**config.mk**
```make
export PLATFORM = sky130hd
export DESIGN_NAME = sdram_port_arbiter
export DESIGN_NICKNAME = d
export VERILOG_FILES = /design/src/rtl/oric_mem_pkg.sv /design/src/rtl/arb_priority_sel.sv /design/src/rtl/sdram_port_arbiter.sv
export SDC_FILE = /design/constraint.sdc
export NUM_CORES = 1
export LEC_CHECK = 0
export BUFFER_PORTS_ARGS = -buffer_cell sky130_fd_sc_hd__buf_4
export CAP_MARGIN = 5
export CELL_PAD_IN_SITES_DETAIL_PLACEMENT = 1
export CELL_PAD_IN_SITES_GLOBAL_PLACEMENT = 2
export CORE_MARGIN = 5
export CORE_UTILIZATION = 26
export CTS_CLUSTER_SIZE = 30
export DETAILED_ROUTE_END_ITERATION = 10
export PLACE_DENSITY = 0.89
export SYNTH_ARGS = -nofsm -noshare
export SYNTH_HDL_FRONTEND = slang
export SYNTH_SLANG_ARGS = --single-unit
```
**constraint.sdc**
```tcl
create_clock -name clk_sys -period 2.5 [get_ports clk_sys]
set_clock_uncertainty 0.1 [all_clocks]
set_input_delay 0.375 -clock clk_sys [delete_from_list [all_inputs] [get_ports clk_sys]]
set_output_delay 0.375 -clock clk_sys [all_outputs]
set_load 0.05 [all_outputs]
```
**src/rtl/oric_mem_pkg.sv**
```systemverilog
// Shared types and constants for the Oric SDRAM port arbiter.
package oric_mem_pkg;

  typedef enum logic [1:0] {
    IDLE  = 2'd0,
    ISSUE = 2'd1,
    WAIT  = 2'd2,
    DONE  = 2'd3
  } arb_state_t;

  typedef enum logic {
    OWN_CPU = 1'b0,
    OWN_FDC = 1'b1
  } owner_t;

  localparam logic [1:0] DS_LO   = 2'b01;
  localparam logic [1:0] DS_HI   = 2'b10;
  localparam logic [1:0] DS_BOTH = 2'b11;

  // Byte strobes: writes touch only the addressed lane, reads fetch the whole word.
  function automatic logic [1:0] ds_for(input logic we, input logic a0);
    if (we) return a0 ? DS_HI : DS_LO;
    return DS_BOTH;
  endfunction

endpackage

```
**src/rtl/arb_priority_sel.sv**
```systemverilog
// Grant select between CPU (A) and FDC (B) with a starvation counter
// that forces a B grant after STARVE_MAX consecutive contended A grants.
module arb_priority_sel #(
  parameter int STARVE_MAX = 4
) (
  input  logic clk,
  input  logic reset,
  input  logic grant_en,
  input  logic a_req,
  input  logic b_req,
  output logic grant_a,
  output logic grant_b
);

  localparam int CNT_W = (STARVE_MAX > 1) ? $clog2(STARVE_MAX + 1) : 1;

  logic [CNT_W-1:0] starve_cnt;
  logic             starved;

  assign starved = (starve_cnt == CNT_W'(STARVE_MAX));

  // Combinational grant: A wins contention unless B has waited long enough.
  always_comb begin
    grant_b = b_req & (~a_req | starved);
    grant_a = a_req & ~grant_b;
  end

  // Starvation counter: counts A grants taken while B was pending.
  always_ff @(posedge clk or posedge reset) begin
    if (reset) begin
      starve_cnt <= '0;
    end else if (grant_en) begin
      if (grant_b) begin
        starve_cnt <= '0;
      end else if (grant_a) begin
        if (!b_req)       starve_cnt <= '0;
        else if (!starved) starve_cnt <= starve_cnt + 1'b1;
      end
    end
  end

endmodule

```
**src/rtl/sdram_port_arbiter.sv**
```systemverilog
// Two-requester arbiter in front of a toggle-handshake SDRAM port.
// Port A = Oric CPU bus, port B = FDC sector buffer. Byte-wide requesters
// are steered onto the 16-bit memory port. Optional WAIT timeout is built
// when the macro ARB_TIMEOUT_EN is defined.
module sdram_port_arbiter
  import oric_mem_pkg::*;
#(
  parameter int ADDR_W     = 24,
  parameter int STARVE_MAX = 4,
  parameter int TIMEOUT    = 255
) (
  input  logic              clk_sys,
  input  logic              reset,
  input  logic              a_req,
  input  logic              a_we,
  input  logic [ADDR_W-1:0] a_addr,
  input  logic [7:0]        a_d,
  output logic [7:0]        a_q,
  output logic              a_done,
  input  logic              b_req,
  input  logic              b_we,
  input  logic [ADDR_W-1:0] b_addr,
  input  logic [7:0]        b_d,
  output logic [7:0]        b_q,
  output logic              b_done,
  output logic              mem_req,
  input  logic              mem_ack,
  output logic [ADDR_W-1:0] mem_a,
  output logic [1:0]        mem_ds,
  output logic              mem_we,
  output logic [15:0]       mem_d,
  input  logic [15:0]       mem_q,
  output logic              busy,
  output logic              timeout_err
);

  if (STARVE_MAX < 1 || TIMEOUT < 1) begin : g_bad_param
    $error("sdram_port_arbiter: STARVE_MAX and TIMEOUT must be >= 1");
  end

  arb_state_t state, state_nxt;
  owner_t     owner;

  logic       grant_en, grant_a, grant_b, grant;
  logic       ack_eff, ack_hit, tmo, finish;
  logic [7:0] rd_byte, cap_byte;

  assign grant_en = (state == IDLE);
  assign grant    = grant_en & (grant_a | grant_b);

  arb_priority_sel #(
    .STARVE_MAX(STARVE_MAX)
  ) u_sel (
    .clk     (clk_sys),
    .reset   (reset),
    .grant_en(grant_en),
    .a_req   (a_req),
    .b_req   (b_req),
    .grant_a (grant_a),
    .grant_b (grant_b)
  );

`ifdef ARB_TIMEOUT_EN
  localparam int TMO_W = (TIMEOUT > 1) ? $clog2(TIMEOUT + 1) : 1;

  logic [TMO_W-1:0] wait_cnt;
  logic             ack_shadow;
  logic             tmo_err;

  // The shadow re-aligns a lost acknowledge so later handshakes still pair up.
  assign ack_eff     = mem_ack ^ ack_shadow;
  assign tmo         = (state == WAIT) && (ack_eff != mem_req) &&
                       (wait_cnt == TMO_W'(TIMEOUT - 1));
  assign timeout_err = tmo_err;

  // WAIT-cycle counter, ack shadow and sticky timeout flag.
  always_ff @(posedge clk_sys or posedge reset) begin
    if (reset) begin
      wait_cnt   <= '0;
      ack_shadow <= 1'b0;
      tmo_err    <= 1'b0;
    end else begin
      if (state == ISSUE)     wait_cnt <= '0;
      else if (state == WAIT) wait_cnt <= wait_cnt + 1'b1;
      if (tmo) begin
        ack_shadow <= mem_ack ^ mem_req;
        tmo_err    <= 1'b1;
      end
    end
  end
`else
  assign ack_eff     = mem_ack;
  assign tmo         = 1'b0;
  assign timeout_err = 1'b0;
`endif

  assign ack_hit  = (ack_eff == mem_req);
  assign finish   = (state == WAIT) && (ack_hit || tmo);
  assign rd_byte  = mem_a[0] ? mem_q[15:8] : mem_q[7:0];
  assign cap_byte = tmo ? 8'hFF : rd_byte;

  // State register.
  always_ff @(posedge clk_sys or posedge reset) begin
    if (reset) state <= IDLE;
    else       state <= state_nxt;
  end

  // Next-state logic: one access at a time, IDLE -> ISSUE -> WAIT -> DONE.
  always_comb begin
    state_nxt = state;
    unique case (state)
      IDLE:    if (grant_a || grant_b) state_nxt = ISSUE;
      ISSUE:   state_nxt = WAIT;
      WAIT:    if (ack_hit || tmo) state_nxt = DONE;
      DONE:    state_nxt = IDLE;
      default: state_nxt = IDLE;
    endcase
  end

  // Outputs decoded from state: busy and the owner's one-cycle done pulse.
  always_comb begin
    busy   = (state != IDLE);
    a_done = (state == DONE) && (owner == OWN_CPU);
    b_done = (state == DONE) && (owner == OWN_FDC);
  end

  // Request latch on grant, toggle in ISSUE, read-byte capture on completion.
  always_ff @(posedge clk_sys or posedge reset) begin
    if (reset) begin
      owner   <= OWN_CPU;
      mem_req <= 1'b0;
      mem_a   <= '0;
      mem_ds  <= 2'b00;
      mem_we  <= 1'b0;
      mem_d   <= 16'h0000;
      a_q     <= 8'h00;
      b_q     <= 8'h00;
    end else begin
      if (grant) begin
        if (grant_b) begin
          owner  <= OWN_FDC;
          mem_a  <= b_addr;
          mem_we <= b_we;
          mem_d  <= {b_d, b_d};
          mem_ds <= ds_for(b_we, b_addr[0]);
        end else begin
          owner  <= OWN_CPU;
          mem_a  <= a_addr;
          mem_we <= a_we;
          mem_d  <= {a_d, a_d};
          mem_ds <= ds_for(a_we, a_addr[0]);
        end
      end
      if (state == ISSUE) mem_req <= ~mem_req;
      if (finish && (tmo || !mem_we)) begin
        if (owner == OWN_CPU) a_q <= cap_byte;
        else                  b_q <= cap_byte;
      end
    end
  end

endmodule

```
Word-level counts from Yosys, hierarchy flattened:

Cells that the tools add are included.

* register bits: 66
* logic and storage cells: 66

* reduce and logical (&&, ||, !) cells: 13
* bitwise logic cells: 9
* add/sub/neg operators: 1
* muxes and demuxes: 25
* equal/unequal tests: 8

Operators with widths (count)
* $mux W24: 1
* $mux W2: 9
* $mux W16: 1
* $mux W3: 4
* $mux W1: 8
* $mux W8: 1
* $pmux W2 S4: 1
* $reduce_and A2 Y1: 3
* $eq A2 B2 Y1 const B: 2
* $logic_and A1 B1 Y1: 4
* $not A1 Y1: 4
* $reduce_bool A2 Y1: 2
* $add A3 B1 Y3 const B: 1
* $and A1 B1 Y1: 3
* $eq A3 B3 Y1 const B: 1
* $ne A3 B3 Y1 const B: 1
* $reduce_and A3 Y1: 1
* $eq A2 B1 Y1 const B: 1
* $logic_not A2 Y1: 1
* $ne A2 B1 Y1 const B: 1
* $ne A2 B2 Y1 const B: 1
* $or A1 B1 Y1: 2
* $eq A1 B1 Y1: 1
* $logic_not A1 Y1: 1
* $logic_or A1 B1 Y1: 1

Depth between registers and ports, before layout:

* depth after elaboration: 10
* depth in mapped cells: 8
* depth with buffers taken out: 5

By module:

From an unflattened synthesis, not the netlist that was laid out.

* cell total of the unflattened synthesis: 255
* area total of the unflattened synthesis: 2839.0 um^2

By module, submodules not included
* sdram_port_arbiter: cells an instance 232, times used 1, seq. area each 1376.3 um^2, area an instance 2647.5 um^2
* arb_priority_sel: cells an instance 23, times used 1, seq. area each 75.1 um^2, area an instance 191.4 um^2

Least setup slack after synthesis:

Ideal clock, no wire load.

* path kind: flip-flop to output port
* from: register state[0]
* to: output busy
* data required time: 2025 ps
* setup slack: 497 ps
* cell stages (with the launch flop): 6
* data arrival time: 1528 ps
* cells stage by stage: dfrtp_1 > inv_1 > ha_1 > clkbuf_1 > buf_1 > inv_1

* word-level cells in the longest chain between the ends: 1

Ends and longest elaborated chain
* start, declared: RTL line sdram_port_arbiter.sv:41 `arb_state_t state, state_nxt;`
* start signal, assigned: RTL line sdram_port_arbiter.sv:105 `else state <= state_nxt;`
* $reduce_bool A2 Y1: RTL line sdram_port_arbiter.sv:122 `busy = (state != IDLE);`
* end, declared: RTL line sdram_port_arbiter.sv:33 `output logic busy,`

No other way between the ends.

Worst setup path after layout:

Ends and elaborated chain as after synthesis.

==> run metrics <==
Rows=38; RSZ-0062 raised after global routing=no; register area=0.00145 mm2; endpoints failing setup=0; most common cell after layout, fill and taps aside=buf_4; worst hold path type=in2async; Netlist Area Pre-Place=0.00295 mm2; TritonRoute pass-1 iters=4; XOR/XNOR share of the synthesized area=less than 1%; mux cell area share after synthesis=under 10%; clk root buf=clkbuf_16; GRT Total Usage=around 14%; CP endpoint kind=output pin; Final Cycle Share=84.5%; register area share after synthesis=approximately half; CP max stage cell=dfrtp_1; Int Pwr=about 3400 uW; Core Area=about 0.011 mm2; Max Freq=between 400 and 500 MHz; Final Net Count=525; Starting Density=a little over a quarter; Compound-Gate Fraction of Synth Area=between 10% and 20%; Adder-Cell Fraction of Synth Area=~3%; Comb pwr share=between 50% and 60%; Worst-path clk slew=~50 ps; CP max FO=19; Slew headroom=a little under three fifths; initial antenna violation count=0; TritonCTS buffer count=9; Worst-Margin Slew=~650 ps; crit path launch type=flop; Multi-input gate area=0.00129 mm2; vias in the first global route=2,952; Mapped Cells=between 200 and 300; status=completed; htree depth=3; post-synthesis register bit count=58; sum of negative setup slack=0 ps; Final Critical Period=about 2100 ps; worst reg2reg startpoint=state[0]$_DFFE_PP0P_; final hold viol count=0; post-synth cell types=31; top-level port count=151; average size of a mapped cell=about 10 um2; setup bufs post-CTS=0; leakage=0.00206 uW; Flop pwr share=25.0%; Post-synth EDFFs=0; Synth Net Count=roughly 390; main combinational cell family by area after synthesis=simple AND/OR/NAND/NOR gates; Routed WL=roughly 9500 um; synth-to-layout area growth=50.6%; Clk Latency, worst-skew pair=around 320 ps; ys flop type=dfrtp_1; DRC viols=0; Via Count=about 2,800; most frequent cells in the layout=158 x buf_4, 68 x nand2_1, 58 x dfrtp_1, 34 x nand4_1, 32 x o211ai_1; Max clock buf depth=2; Routed Antenna Nets=0; Clk pwr share=between 10% and 20%; antenna cell count=0; Switching Fraction=50.7%; CTS tree=yes; Crit path largest cell delay=roughly 410 ps; die width=between 100 and 150 um; Peak VDD IR=~0.6 mV; Die Span Y=116 um; post-cts hold buffer count=0; NetSw=roughly 3500 uW; first-pass GRT wire length=15,100 um; per-cell routed wire length=about 17 um; critical path data required time=2030 ps; pin count of the biggest net entering global routing=just over 40; MaxCap Viol Count=0; Critical Path Start=state[0]$_DFFE_PP0P_; fin. max-slew vios=0; CP top delay family=buffers and inverters; Cell Pwr Density=approximately 1500 mW/mm2; clock sink count=just under 60; full die area=0.0136 mm2; layout cells sized above 1=a little under half; CP Buf/Inv Count=4; Initial DRC Count=80; dpl hpwl=just over 7000 um; Critical Path AT=roughly 1600 ps; simple-gate share of the synthesized area=between 10% and 20%; IO buf count=149; Placer Congestion=between 0.7 and 0.8; number of filler cells placed in the layout=about 1,300; R2R Setup Slk=around 460 ps; remaining global-route overflow=0; via/cell ratio=roughly 4.8; crit path cell chain=inv_1 -> ha_2 -> buf_4 -> inv_1 -> buf_4; Synth async-reset ratio=between 90% and 100%; # resized after CTS=0; Syn. warnings=0; Worst Path Class, Setup=reg2out; Hold WS=54.1 ps
==> worst reg2reg max path: stages, from the launching register on <==
cell and delay (ps):
dfrtp_1 410, inv_1 110, ha_1 200, inv_1 70, or4b_1 690, mux2_2 340
==> power groups by stage <==
stage               Sequential [uW]  Clock (uW)  Combinational, uW
floorplan                      3100           0               1470
global placement               1710           0               4040
detailed placement             1740           0               4120
CTS                            1730        1130               4120
global route                   1780        1170               4320
finish                         1720        1090               4060
==> sequential cells by signal, indices dropped and copies added (netlist names) <==
register / count
b_q: 8
owner: 1
mem_req: 1
mem_d: 8
state: 2
mem_ds: 2
a_q: 8
mem_we: 1
u_sel.starve_cnt: 3
mem_a: 24
==> Yosys cell counts (all sizes together) (2+ instances only) <==
cell    instances  area (um2)
nand3           2        10.0
dfrtp          58        1450
o211ai         32         240
nand2          68         255
o22ai           2        12.5
inv            10        37.5
nand2b          3        18.8
xor2            2        17.5
buf            16         110
o221a           2        22.5
and2            2        12.5
mux2           25         282
ha              7        87.6
nand4          34         213
clkbuf         18        67.6
o21ai           2        10.0
==> area by class of cell <==
class	instances	area share, %
clock buffers	9	5.08
clock inverters	7	1.04
inverters	10	0.847
multi-input cells	193	29.1
flip-flops and latches	58	32.7
well taps	140	3.95
repair buffers	159	27.2
==> kinds of logic (layout without fill, tap and decap cells) <==
logic type	count (synthesis)	count (layout)
AOI/OAI and AO/OA	44	44
other	1	1
xor gates and xnor gates	2	2
buffers and inverters	44	185
muxes	25	25
adders and majority gates	7	7
and+or+nand+nor	114	114
DFF	58	58
==> worst paths after layout <==
kind	endpoint	cells after the start
worst max-delay path	busy	5
worst max register to register	b_q[1]$_DFFE_PP0P_	5
max in group asynchronous	mem_d[14]$_DFFE_PP0P_	3
worst min register to register	mem_a[13]$_DFFE_PP0P_	2
min in group clk_sys	mem_a[20]$_DFFE_PP0P_	3
worst min-delay path	a_q[1]$_DFFE_PP0P_	2
==> stage by stage <==
step | cells | setup slack (ps) | instance area, um2 | total power, uW | util, %
CTS | 576 | 382 | 4430 | 6980 | 40.4
detailed placement | 560 | 446 | 4160 | 5860 | 37.9
global route | 576 | 287 | 4430 | 7280 | 40.4
global placement | 560 | 517 | 4160 | 5750 | 37.9
floorplan | 295 | 497 | 2950 | 4560 | -
finish | 576 | 388 | 4430 | 6870 | 40.4
==> routing by layer <==
layer | up-vias | wire length, um | global-route usage (%)
met2 | 100 | 4690 | 23.6
met5 | - | 0 | 0
li1 | 1315 | - | -
met4 | 0 | 88 | 4.18
met3 | 8 | 875 | 4.25
met1 | 1342 | 3860 | 17.5
Power figures use the tool's default switching activity.
